## config.mk

```make
export PLATFORM = sky130hd
export DESIGN_NAME = toggle_handshake_rx
export DESIGN_NICKNAME = d
export VERILOG_FILES = /design/src/rtl/toggle_handshake_rx.sv
export SDC_FILE = /design/constraint.sdc
export NUM_CORES = 1
export LEC_CHECK = 0
export CAP_MARGIN = 20
export CORE_MARGIN = 2
export CORE_UTILIZATION = 40
export CTS_BUF_LIST = sky130_fd_sc_hd__clkbuf_4 sky130_fd_sc_hd__clkbuf_8
export DETAILED_ROUTE_END_ITERATION = 7
export GPL_TIMING_DRIVEN = 0
export PLACE_DENSITY = 0.78
export SYNTH_ARGS = -nofsm -noshare
export SYNTH_HDL_FRONTEND = slang
export SYNTH_SLANG_ARGS = --single-unit
```

## constraint.sdc

```tcl
create_clock -name clk -period 3.97 [get_ports clk]
set_input_delay 0.5955 -clock clk [delete_from_list [all_inputs] [get_ports clk]]
set_output_delay 0.5955 -clock clk [all_outputs]
set_load 0.01 [all_outputs]
```

## src/rtl/toggle_handshake_rx.sv

```systemverilog
// toggle_handshake_rx: destination side of a two-phase toggle handshake.
// Synchronises the sender's request toggle, captures the data word on each
// toggle edge, offers it on a valid/ready interface and returns an
// acknowledge toggle once the word is consumed.
//
// state | meaning
// ------+---------------------------------------------------------------
// IDLE  | no word held; waiting for a request toggle edge
// VALID | word held on out_data; waiting for out_ready to consume it
module toggle_handshake_rx #(
   parameter int DATA_W      = 8,
   parameter int SYNC_STAGES = 2,
   parameter int CNT_W       = 8
) (
   input  logic              clk,
   input  logic              reset,
   input  logic              req_tgl,
   input  logic [DATA_W-1:0] req_data,
   output logic              ack_tgl,
   output logic              out_valid,
   output logic [DATA_W-1:0] out_data,
   input  logic              out_ready,
   output logic [CNT_W-1:0]  evt_count,
   output logic              proto_err
);

   typedef enum logic {
      IDLE  = 1'b0,
      VALID = 1'b1
   } state_t;

   state_t                 state;
   state_t                 state_nxt;
   logic [SYNC_STAGES-1:0] sync_q;
   logic                   req_s;
   logic                   req_prev;
   logic                   req_edge;
   logic                   take_word;
   logic                   done;

   // Plain flop chain on the asynchronous request toggle.
   always_ff @(posedge clk or posedge reset) begin
      if (reset) begin
         sync_q <= '0;
      end else begin
         sync_q <= {sync_q[SYNC_STAGES-2:0], req_tgl};
      end
   end

   assign req_s    = sync_q[SYNC_STAGES-1];
   assign req_edge = req_s ^ req_prev;

   // Previous synchronised level, tracked in every state so that an edge
   // arriving while VALID is a one-cycle pulse and is dropped naturally.
   always_ff @(posedge clk or posedge reset) begin
      if (reset) begin
         req_prev <= 1'b0;
      end else begin
         req_prev <= req_s;
      end
   end

   // State register.
   always_ff @(posedge clk or posedge reset) begin
      if (reset) begin
         state <= IDLE;
      end else begin
         state <= state_nxt;
      end
   end

   // Next-state logic.
   always_comb begin
      state_nxt = state;
      case (state)
         IDLE:    if (req_edge)  state_nxt = VALID;
         VALID:   if (out_ready) state_nxt = IDLE;
         default: state_nxt = IDLE;
      endcase
   end

   // Output and strobe decode from the current state.
   always_comb begin
      out_valid = 1'b0;
      take_word = 1'b0;
      done      = 1'b0;
      case (state)
         IDLE: begin
            take_word = req_edge;
         end
         VALID: begin
            out_valid = 1'b1;
            done      = out_ready;
         end
         default: begin
            out_valid = 1'b0;
         end
      endcase
   end

   // Data capture happens only on the IDLE->VALID transition.
   always_ff @(posedge clk or posedge reset) begin
      if (reset) begin
         out_data <= '0;
      end else if (take_word) begin
         out_data <= req_data;
      end
   end

   // Acknowledge toggle and consumed-word counter advance on each handshake.
   always_ff @(posedge clk or posedge reset) begin
      if (reset) begin
         ack_tgl   <= 1'b0;
         evt_count <= '0;
      end else if (done) begin
         ack_tgl   <= ~ack_tgl;
         evt_count <= evt_count + 1'b1;
      end
   end

   // Sticky flag for a request arriving before the previous one was acked.
   always_ff @(posedge clk or posedge reset) begin
      if (reset) begin
         proto_err <= 1'b0;
      end else if ((state == VALID) && req_edge) begin
         proto_err <= 1'b1;
      end
   end

endmodule
```

==> flow_summary.yaml <==
yosys:
  yosys.area.top_type: "dfrtp_1"
  synthesis.nets: 70
  synth.distinct_cells: 18
  yosys_warnings: 0
  ys_ff_latch: 22
  syn_avg_cell_area_um2: 15.19
  synthTopCellsByArea: "dfrtp_1 64%, mux2_4 14%, xnor2_1 6.1%"
  syn_area_um2: 865.8
  synth_top_area_share_pct: 63.58
  yosysSeqAreaShare_pct: 63.58
  syn_inst: 57
setup_path:
  required_ps: 3370
  cp-start-kind: "flop"
  path_delay_family: "buffers and inverters"
  r2r_cells: 4
  cp_slowest_cell: "clkdlybuf4s50_1"
  r2r_slack_ps: 2590
  crit_chain: "clkdlybuf4s50_1"
  crit_type: "reg -> out"
  end_kind: "output port"
  worst_ep_arrival_time_ps: 1340
  path_max_fanout: 7
  r2r-start: "sync_q[1]"
  worst-path-buf-inv: 1
  critical-path-max-stage-delay_ps: 580
  timing.rr.end: "out_data[6]"
routing:
  totalWireLength_um: 1486
  wire_per_inst_um: 12.59
  drt_pass1_iterations: 5
  viasPerCell: 4.695
  drc: 0
  ant_nets: 0
  vias: 554
  drt_iter0_markers: 7
clocking:
  htreeDepth: 1
  cts_root_buffer: "clkbuf_4"
  cts.sinks: 22
  cts_buffers: 3
  hold_buffers: 0
  clock_latency_ps: 310
  postCtsSetupRepairBufs: 0
  cts_tree: "done"
  cts_resized: 0
  clk_pin_slew_ps: 110
  cts_buffer_depth: 2
pwr:
  leakagePower_nw: 0.5445
  powerDensity_nw_per_um2: 622.4
  peakVddDrop_uv: 346.8
placed_design:
  place_inst: 114
  io_buffers: 30
  place_ws_ps: 2212
  placed_area_um2: 1200
  hpwl_um: 1067
  routabilityCongestion: 0.7128
grt:
  grt_max_degree: 23
  grt_pass1_vias: 584
  grt_pass1_wl_um: 2711
  grtUsageTotal_pct: 14.22
  grt_overflow: 0
  antenna_found_initial: 0
layout:
  num-nets-final: 105
  n_antenna_cell: 0
  fillCellCount: 167
  layout-drive-gt1-share_pct: 16.48
  utilization_pct: 61.75
  area_growth_pct: 42.78
  final_cells: 118
  final_cell_area_um2: 1236
floorplanning:
  die_h_um: 50.53
  dieArea_um2: 2553
  core-area_um2: 2002
  pin_count: 31
  rows: 16
  die_w_um: 50.53
  initial_core_util_pct: 43.25
hold_path:
  min_from: "sync_q[0]"
  holdCritPathClass: "reg -> reg"
  holdPathStages: 0
  hold_end: "sync_q[1]"
sta:
  fin_skew_ps: 2.101
  worst_pin_slew_ps: 805.3
  fmax_mhz: 515.5
  fin_ws_ps: 2030
  hold_viol: 0
  setup_tns_ps: 0
  drv_slew: 0
  fin_crit_sh_pct: 48.86
  rsz0062_at_grt: "no"
  setup_violations: 0
  min_period_ps: 1940
  maxSlewHeadroom_pct: 46.26
job:
  maxCapViolations: 0
status:
  status: "finished clean"
==> registers in the layout, summed over array words and instances, names as in the netlist <==
register   cells
proto_err      1
sync_q         2
ack_tgl        1
out_data       8
req_prev       1
evt_count      8
state          1
==> report_power, final <==
| group | switching, mW | internal, mW |
|---|---|---|
| clock network | 0.0644 | 0.0560 |
| registers | 0.0551 | 0.292 |
| logic | 0.102 | 0.200 |
| total | 0.221 | 0.548 |
==> synth_stat cells <==
cell,count
inv_1,1
xor2_1,3
buf_6,1
nand2_1,5
nand3_1,1
mux2_2,1
nand4_1,1
and2b_1,1
and3_1,1
dfrtp_1,22
mux2_4,8
nor2_1,1
xnor2_1,6
nor3_1,1
o21a_1,1
and4_1,1
a21o_2,1
ha_1,1
==> layer usage <==
layer	GRT usage [%]	part of all wire, %
met5	0	0
met3	2.381	7.0
met1	20.31	48
met2	20.39	43
met4	8.108	2.6
==> kinds of logic after synthesis <==
logic type,synth area share [%]
compound gates,1.879
fa+ha+maj,1.445
buf+inv,1.734
xor+xnor,9.105
mux,15.17
flops,63.58
simple gates,7.081
==> cell usage in the layout, fill, tap and decap left out, drive strengths merged <==
| cell | instances |
|---|---|
| inv | 1 |
| nor2 | 1 |
| dfrtp | 22 |
| nand4 | 1 |
| xor2 | 3 |
| o21a | 1 |
| mux2 | 9 |
| xnor2 | 6 |
| ha | 1 |
| clkdlybuf4s50 | 30 |
| buf | 1 |
| and2b | 1 |
| nand2 | 5 |
| nand3 | 1 |
| clkbuf | 4 |
| and3 | 1 |
| nor3 | 1 |
| a21o | 1 |
| and4 | 1 |
==> worst max path at each step <==
stage | startpoint | end | slack (ps) | cells after the start
after floorplan | req_prev | out_data[0] | 2710 | 4
final | state | out_valid | 2030 | 1
after CTS | state | out_valid | 2000 | 1
after global placement | out_ready | evt_count[6] | 2240 | 4
after detailed placement | out_ready | evt_count[6] | 2210 | 4
after global routing | state | out_valid | 1940 | 1
==> through the flow <==
| stage | hold WS [ps] | total power, mW |
|---|---|---|
| 2_1_floorplan | 331.2 | 0.4916 |
| 3_3_place_gp | 332.6 | 0.6511 |
| 3_5_place_dp | 349.2 | 0.6564 |
| 4_1_cts | 377.6 | 0.7811 |
| 5_1_grt | 394.3 | 0.8240 |
| 6_report | 367.3 | 0.7694 |
==> area by class of cell <==
type | count | area, um2 | area share [%]
Buffer | 1 | 11.26 | 0.9109
Clock buffer | 4 | 36.28 | 2.935
Inverter | 1 | 3.754 | 0.3036
Multi-Input combinational cell | 33 | 300.3 | 24.29
Sequential cell | 22 | 550.5 | 44.53
Tap cell | 27 | 33.78 | 2.733
Timing Repair Buffer | 30 | 300.3 | 24.29
Note: power is estimated with default switching activity, not from simulation.
